--- config.mk ---
export PLATFORM = sky130hd
export DESIGN_NAME = alu_mul_seq_flat
export DESIGN_NICKNAME = d
export VERILOG_FILES = /design/src/rtl/alu_mul_seq_if.sv /design/src/rtl/alu_mul_seq.sv /design/src/flat_wrapper.sv
export SDC_FILE = /design/constraint.sdc
export NUM_CORES = 1
export LEC_CHECK = 0
export BUFFER_PORTS_ARGS = -buffer_cell sky130_fd_sc_hd__clkbuf_2
export CORE_AREA = 3 3 106 133
export CTS_BUF_LIST = sky130_fd_sc_hd__clkbuf_8 sky130_fd_sc_hd__clkbuf_16
export CTS_CLUSTER_DIAMETER = 120
export DETAILED_ROUTE_END_ITERATION = 6
export DIE_AREA = 0 0 109 136
export PLACE_DENSITY = 0.74
export SETUP_SLACK_MARGIN = 0.4
export SKIP_LAST_GASP = 1
export SLEW_MARGIN = 20
export SYNTH_ARGS = -nofsm -noshare
export SYNTH_HDL_FRONTEND = slang
export SYNTH_SLANG_ARGS = --single-unit
--- constraint.sdc ---
create_clock -name clk -period 2.3 [get_ports clk]
set_input_delay 0.345 -clock clk [delete_from_list [all_inputs] [get_ports clk]]
set_output_delay 0.345 -clock clk [all_outputs]
set_load 0.01 [all_outputs]
--- src/rtl/alu_mul_seq_if.sv ---
// Request/response bundle between the core and the shift-add multiply sequencer.
// The core is the master: it raises start with operands and watches busy/done/result.
interface alu_mul_seq_if #(
    parameter int WIDTH = 32
);
    logic             start;
    logic [WIDTH-1:0] op_a;
    logic [WIDTH-1:0] op_b;
    logic             busy;
    logic             done;
    logic [WIDTH-1:0] result;

    modport master (
        output start, op_a, op_b,
        input  busy, done, result
    );

    modport slave (
        input  start, op_a, op_b,
        output busy, done, result
    );
endinterface

--- src/rtl/alu_mul_seq.sv ---
// Multi-cycle unsigned shift-add multiplier (low WIDTH bits) that borrows the shared ALU
// for its additions; it holds the partial product and shifts operands but owns no adder.
module alu_mul_seq #(
    parameter int WIDTH      = 32,
    parameter bit EARLY_EXIT = 1'b1
) (
    input  logic             clk,
    input  logic             rst,
    alu_mul_seq_if.slave     bus,
    output logic [WIDTH-1:0] alu_a,
    output logic [WIDTH-1:0] alu_b,
    output logic [2:0]       alu_sig,
    input  logic [WIDTH-1:0] alu_result
);
    localparam int              CNT_W    = (WIDTH > 1) ? $clog2(WIDTH) : 1;
    localparam logic [CNT_W-1:0] CNT_LAST = CNT_W'(WIDTH - 1);
    localparam logic [2:0]      SIG_ADD  = 3'b010;
    localparam logic [2:0]      SIG_AND  = 3'b000;

    typedef enum logic [1:0] {
        IDLE,
        RUN,
        DONE
    } state_t;

    state_t           state;
    state_t           state_next;
    logic [WIDTH-1:0] acc;
    logic [WIDTH-1:0] mcand;
    logic [WIDTH-1:0] mplier;
    logic [WIDTH-1:0] result_q;
    logic [CNT_W-1:0] cnt;
    logic [WIDTH-1:0] acc_next;
    logic             last_iter;
    logic             accept;

    // The ALU output depends on alu_a/alu_b, so these stay out of the FSM block.
    assign alu_a   = (state == RUN) ? acc   : '0;
    assign alu_b   = (state == RUN) ? mcand : '0;
    assign alu_sig = (state == RUN) ? SIG_ADD : SIG_AND;

    assign acc_next  = mplier[0] ? alu_result : acc;
    assign last_iter = (cnt == CNT_LAST) || (EARLY_EXIT && ((mplier >> 1) == '0));

    assign bus.busy   = (state == RUN);
    assign bus.done   = (state == DONE);
    assign bus.result = result_q;

    always_ff @(posedge clk or negedge rst) begin
        if (!rst) begin
            state <= IDLE;
        end else begin
            state <= state_next;
        end
    end

    always_comb begin
        state_next = state;
        accept     = 1'b0;
        case (state)
            IDLE: begin
                if (bus.start) begin
                    accept     = 1'b1;
                    state_next = RUN;
                end
            end
            RUN: begin
                if (last_iter) begin
                    state_next = DONE;
                end
            end
            DONE: begin
                if (bus.start) begin
                    accept     = 1'b1;
                    state_next = RUN;
                end else begin
                    state_next = IDLE;
                end
            end
            default: state_next = IDLE;
        endcase
    end

    // result is only written on the final iteration, so it survives IDLE untouched.
    always_ff @(posedge clk or negedge rst) begin
        if (!rst) begin
            acc      <= '0;
            mcand    <= '0;
            mplier   <= '0;
            cnt      <= '0;
            result_q <= '0;
        end else if (accept) begin
            acc    <= '0;
            mcand  <= bus.op_a;
            mplier <= bus.op_b;
            cnt    <= '0;
        end else if (state == RUN) begin
            acc    <= acc_next;
            mcand  <= mcand << 1;
            mplier <= mplier >> 1;
            cnt    <= cnt + CNT_W'(1);
            if (last_iter) begin
                result_q <= acc_next;
            end
        end
    end
endmodule
--- src/flat_wrapper.sv ---
// flat-port wrapper written by rule: the top's interface ports become plain ports
module alu_mul_seq_flat 
#(
    parameter int WIDTH      = 32,
    parameter bit EARLY_EXIT = 1'b1
)
  (clk, rst, alu_a, alu_b, alu_sig, alu_result, bus_start, bus_op_a, bus_op_b, bus_busy, bus_done, bus_result);
  alu_mul_seq_if #(.WIDTH(WIDTH)) bus_i ();
  input  logic clk;
  input  logic rst;
  output logic [WIDTH-1:0] alu_a;
  output logic [WIDTH-1:0] alu_b;
  output logic [2:0] alu_sig;
  input  logic [WIDTH-1:0] alu_result;
  input wire logic [$bits(bus_i.start)-1:0] bus_start;
  input wire logic [$bits(bus_i.op_a)-1:0] bus_op_a;
  input wire logic [$bits(bus_i.op_b)-1:0] bus_op_b;
  output wire logic [$bits(bus_i.busy)-1:0] bus_busy;
  output wire logic [$bits(bus_i.done)-1:0] bus_done;
  output wire logic [$bits(bus_i.result)-1:0] bus_result;
  assign bus_i.start = bus_start;
  assign bus_i.op_a = bus_op_a;
  assign bus_i.op_b = bus_op_b;
  assign bus_busy = bus_i.busy;
  assign bus_done = bus_i.done;
  assign bus_result = bus_i.result;
  alu_mul_seq #(.WIDTH(WIDTH), .EARLY_EXIT(EARLY_EXIT)) u_core (.clk(clk), .rst(rst), .bus(bus_i), .alu_a(alu_a), .alu_b(alu_b), .alu_sig(alu_sig), .alu_result(alu_result));
endmodule
## After elaboration in Yosys (flattened, before gate mapping)

Index checks and enable logic that the tools add are counted.

| operators by class | value |
|---|---|
| add/subtract/negate cells | 1 |
| multipliers | 0 |
| divide/modulo/power cells | 0 |
| $lt $le $gt $ge | 0 |
| equality and inequality tests | 5 |
| shift-type cells | 0 |
| multiplexer cells | 18 |
| bitwise logic cells | 1 |
| reduce and logical (&&, ||, !) cells | 7 |

Operators by type and width:

| cell | number |
|---|---|
| $mux W32 | 9 |
| $logic_not A32 Y1 | 1 |
| $mux W5 | 2 |
| $mux W2 | 3 |
| $pmux W2 S3 | 1 |
| $add A5 B1 Y5 const B | 1 |
| $eq A5 B5 Y1 const B | 1 |
| $mux W1 | 3 |
| $reduce_and A3 Y1 | 1 |
| $eq A2 B1 Y1 const B | 1 |
| $eq A2 B2 Y1 const B | 1 |
| $logic_not A2 Y1 | 1 |
| $ne A2 B1 Y1 const B | 1 |
| $ne A2 B2 Y1 const B | 1 |
| $reduce_and A2 Y1 | 1 |
| $reduce_bool A2 Y1 | 1 |
| $reduce_or A2 Y1 | 1 |
| $logic_or A1 B1 Y1 | 1 |
| $not A1 Y1 | 1 |

| word-level totals | value |
|---|---|
| bits in registers | 135 |
| latch bits | 0 |
| memory bits (writable) | 0 |
| bits in read-only memories | 0 |
| output and inout bits | 101 |
| logic and storage cells | 38 |
| memories | 0 |

## Depth between registers and ports, before layout

| logic depth | value |
|---|---|
| word-level depth | 5 |
| mapped depth | 7 |
| depth with buffers taken out | 5 |

## Worst setup path before layout

Ideal clock, no wire load.

| timing | value |
|---|---|
| path type | flip-flop to flip-flop |
| from | reg u_core.cnt[0] |
| to | reg u_core.result_q[10] (netlist: u_core.bus.result[10]) |
| library setup time | 79 ps |
| data arrival time | 1653 ps |
| required time | 2221 ps |
| path slack | 567 ps |
| cell stages (with the launch flop) | 7 |
| buffers on the path | 1 |
| period minus slack after synthesis | 1733 ps |
| path through | dfrtp_1 ha_1 and3_1 ha_1 o21ai_2 buf_6 mux2i_1 |

| on the way | value |
|---|---|
| longest elaborated chain between the ends | 3 |

RTL lines:

| element | RTL line | source |
|---|---|---|
| start, declared | alu_mul_seq.sv:32 | `logic [CNT_W-1:0] cnt;` |
| start signal, assigned | alu_mul_seq.sv:101 | `cnt <= cnt + CNT_W'(1);` |
| $eq A5 B5 Y1 | alu_mul_seq.sv:43 | `assign last_iter = (cnt == CNT_LAST) \|\| (EARLY_EXIT && ((mplier >> 1) == '0));` |
| $logic_or A1 B1 Y1 | alu_mul_seq.sv:43 |  |
| $reduce_and A3 Y1 (no line) | - |  |
| end signal, assigned | alu_mul_seq.sv:103 | `result_q <= acc_next;` |
| end, declared | alu_mul_seq.sv:31 | `logic [WIDTH-1:0] result_q;` |

No other way between the ends.
A chain may end at the register's enable or synchronous reset.

## Final worst setup path

| timing | value |
|---|---|
| from | reg u_core.state[0] |
| to | out alu_b[9] |

| on the way | value |
|---|---|
| longest elaborated chain between the ends | 2 |

RTL lines:

| element | RTL line | source |
|---|---|---|
| start, declared | alu_mul_seq.sv:26 | `state_t state;` |
| start signal, assigned | alu_mul_seq.sv:53 | `state <= state_next;` |
| $eq A2 B1 Y1 | alu_mul_seq.sv:39 | `assign alu_b = (state == RUN) ? mcand : '0;` |
| $mux W32 | alu_mul_seq.sv:39 |  |
| end, declared | flat_wrapper.sv:12 | `output logic [WIDTH-1:0] alu_b;` |

No other way between the ends.

==> impl_metrics.sql <==
INSERT INTO impl_metrics (metric_group, metric, value, unit) VALUES
('outcome', 'outcome', 'complete, no violations', ''),
('clock_tree', 'clock_tree.buffer_depth', '2', ''),
('placement', 'dpl-instance-area', '0.007227', 'mm²'),
('synthesis', 'yosys_warnings', '0', ''),
('cells_and_area', 'antenna_cells_inserted', '0', ''),
('power_and_ir_drop', 'power_density', '1577', 'mW/mm²'),
('power_and_ir_drop', 'cellLeakagePower', '4.281', 'nW'),
('critical_path', 'crit_path_end_kind', 'primary output', ''),
('synthesis', 'synthesis.area', '0.006035', 'mm²'),
('timing', 'setup_viol_count_final', '0', ''),
('route', 'wirelength', '15760', 'µm'),
('global_routing', 'grt_antenna_before_repair', '0', ''),
('die', 'chipWidth', '109', 'µm'),
('synthesis', 'syn-instance-count', '560', ''),
('critical_path', 'path_cells', 'nand2b_4 > clkinv_8 > clkbuf_16 > and2_1 > clkbuf_2', ''),
('synthesis', 'synthDominantAreaCellType', 'dfrtp_1', ''),
('clock_tree', 'tritoncts_clock_tree', 'built', ''),
('timing', 'fmaxAchievable', '537.0', 'MHz'),
('critical_path', 'worstSetupEndpoint', 'alu_b[9]', ''),
('timing', 'max-slew-margin-rel', '63.10', '%'),
('global_routing', 'grt.total_usage', '21.94', '%'),
('critical_path', 'reg2reg_to', 'u_core.bus.result[5]$_DFFE_PN0P_', ''),
('timing', 'slew_violations', '0', ''),
('die', 'die_area', '0.01482', 'mm²'),
('timing', 'tightestPinTransition', '0.5535', 'ns'),
('global_routing', 'grt_pass1_wl', '25560', 'µm'),
('critical_path', 'startpoint', 'u_core.state[0]$_DFFE_PN0P_', ''),
('synthesis', 'synth_area_leaders', 'dfrtp_1 (56%), mux2i_1 (11%), and2_1 (6.6%)', ''),
('route', 'initialDrtViolationCount', '190', ''),
('placement', 'gpl.final_weighted_congestion', '0.8389', ''),
('cells_and_area', 'fin_area', '0.008049', 'mm²'),
('global_routing', 'grt_use_met2', '35.11', '%'),
('timing', 'fin_skew', '0.008531', 'ns'),
('critical_path', 'worst_path_largest_cell_delay', '0.42', 'ns'),
('clock_tree', 'worst_skew_pair.late_latency', '0.40', 'ns'),
('route', 'drt.antenna.violating_nets', '0', ''),
('synthesis', 'post_synth_xor_xnor_area', '0.1451', '%'),
('synthesis', 'synth_top_cell_area_share', '55.98', '%'),
('clock_tree', 'path_clk_slew', '0.06', 'ns'),
('global_routing', 'maximum_number_of_pins_on_one_net_before_global_route_repair', '54', ''),
('timing', 'period_minus_slack', '1.862', 'ns'),
('power_and_ir_drop', 'vdd_ir_drop_max', '0.6319', 'mV'),
('critical_path', 'critical_path_peak_fanout', '9', ''),
('route', 'drt-pass1-iter-count', '4', ''),
('cells_and_area', 'flow.area_growth_from_synthesis', '33.38', '%'),
('route', 'wire_per_inst', '16.77', 'µm'),
('global_routing', 'grt.met1_usage', '28.82', '%'),
('cells_and_area', 'finalNetCount', '860', ''),
('global_routing', 'grt_overflow_total', '0', ''),
('global_routing', 'most_congested_layer_reported_by_global_routing', 'met2', ''),
('synthesis', 'synth_compound_gate_area_share', '12.67', '%'),
('clock_tree', 'tritoncts.num_buffers', '17', ''),
('critical_path', 'critPathLaunchType', 'flip-flop', ''),
('min_path', 'hold_path.class', 'primary input to flip-flop', ''),
('route', 'drt-vias-per-instance', '5.270', ''),
('critical_path', 'worst-r2r-setup-slack', '0.55', 'ns'),
('synthesis', 'synth_top_family_by_area', 'simple AND/OR/NAND/NOR gates', ''),
('timing', 'post-route-period-util', '80.96', '%'),
('die', 'chipHeight', '136', 'µm'),
('synthesis', 'ys_seq_elements', '135', ''),
('synthesis', 'yosysSeqAreaShare', '55.98', '%'),
('synthesis', 'synth_simple_gate_area_share', '14.64', '%'),
('timing', 'setup-tns-final', '0', 'ns'),
('timing', 'setup_repair_after_global_routing_missed_its_margin', 'yes', ''),
('placement', 'dp_worst_setup_slack', '0.5011', 'ns'),
('flow_run', 'drv.max_cap_violation_count', '0', ''),
('timing', 'final-hold-violation-count', '0', ''),
('placement', 'io_buffers', '197', ''),
('cells_and_area', 'n_fill_cell', '1042', ''),
('die', 'io-pin-count', '200', ''),
('route', 'drc', '0', '');
## flip-flops by register name, indices dropped and copies added (netlist names)
name,cells
u_core.acc,32
u_core.bus.result,32
u_core.cnt,5
u_core.mcand,32
u_core.mplier,32
u_core.state,2
## worst min-delay path by stage
stage	start	end	slack [ns]	cells past startpoint
final	bus_op_b[12]	u_core.mplier[12]$_DFFE_PN0P_	0.15	3
after detailed placement	rst	u_core.bus.result[8]$_DFFE_PN0P_	0.28	1
after global routing	bus_op_a[6]	u_core.mcand[6]$_DFFE_PN0P_	0.15	2
after CTS	bus_op_b[12]	u_core.mplier[12]$_DFFE_PN0P_	0.14	3
after floorplan	rst	u_core.acc[0]$_DFFE_PN0P_	0.05	0
after global placement	rst	u_core.bus.result[8]$_DFFE_PN0P_	0.29	1
## critical path, delay by kind of cell, from the launching register on
family	cells	cell delay [ns]
buffers and inverters	3	0.41
DFF	1	0.42
and+or+nand+nor	2	0.28
## Yosys cell counts
cell	instances
dfrtp_1	135
nand2_1	96
and2_1	64
mux2i_1	64
o21ai_0	34
inv_1	33
a221o_1	31
a22oi_1	31
clkbuf_1	20
buf_2	12
nor4_1	7
a22o_1	4
buf_1	3
buf_4	3
buf_6	3
nand4_1	3
ha_1	2
nor2_2	2
nor2b_1	2
and3_1	1
conb_1	1
inv_2	1
nand2b_1	1
nand2b_2	1
nand3_1	1
nor2_1	1
nor3_1	1
o21ai_2	1
o31ai_1	1
xor2_1	1
## through the flow
stage / instances / utilization (%)
floorplan: 561 / -
global placement: 899 / 56.31
detailed placement: 899 / 56.31
CTS: 938 / 62.18
global route: 940 / 62.71
finish: 940 / 62.71
## layout by cell type, fill, tap and decap left out, drive strengths merged
master       instances
a22o                 4
and3                 1
nor3                 1
and2                64
nand3                1
clkbuf             216
nor2b                2
buf                 20
ha                   2
bufbuf               1
clkinv               7
a22oi               31
nor2                 3
dlygate4sd3          1
conb                 2
mux2i               64
a221o               31
xor2                 1
nor4                 7
nand2               96
bufinv               4
o31ai                1
dfrtp              135
nand4                3
clkinvlp             1
inv                 36
o21ai               35
nand2b               2
## area by class of cell
class / instances / area [µm²] / share of cell area [%]
sequential: 135 / 3381 / 42.00
multi-input combinational: 351 / 2380 / 29.57
timing repair buffer: 219 / 1296 / 16.10
clock buffer: 19 / 452.9 / 5.627
tap: 168 / 210.2 / 2.612
clock inverter: 13 / 180.2 / 2.238
inverter: 34 / 140.1 / 1.741
timing repair inverter: 1 / 8.758 / 0.1088
## power by group
group / internal [mW] / switching, mW / leakage, nW / total, mW
logic: 2.57 / 2.93 / 2.26 / 5.50
clock network: 1.87 / 0.997 / 0.316 / 2.86
registers: 3.52 / 0.820 / 1.71 / 4.33
total: 7.95 / 4.75 / 4.28 / 12.7
## routing by layer
layer	share of wire [%]	vias to the layer above
met5	0	-
met4	1.9	0
met3	5.6	24
met2	49	181
met1	44	2413
li1	-	2336
## repair_timing
item                                   in CTS  in global routing
setup endpoints to repair                  65                 55
hold buffers                                1                  0
buffers inserted                            3                  1
resized for setup                           7                 13
endpoints found under the hold margin      38                  0
gates cloned                                3                  1
## cells by family after synthesis
| kind of cell | Yosys count |
|---|---|
| multiplexers | 64 |
| AO/OA/AOI/OAI | 102 |
| buffers and inverters | 75 |
| AND/OR/NAND/NOR | 180 |
| adder cells (fa/ha/maj) | 2 |
| flip-flops | 135 |
| XOR/XNOR | 1 |
| other | 1 |
No activity file was read; power rests on OpenSTA's default activity.
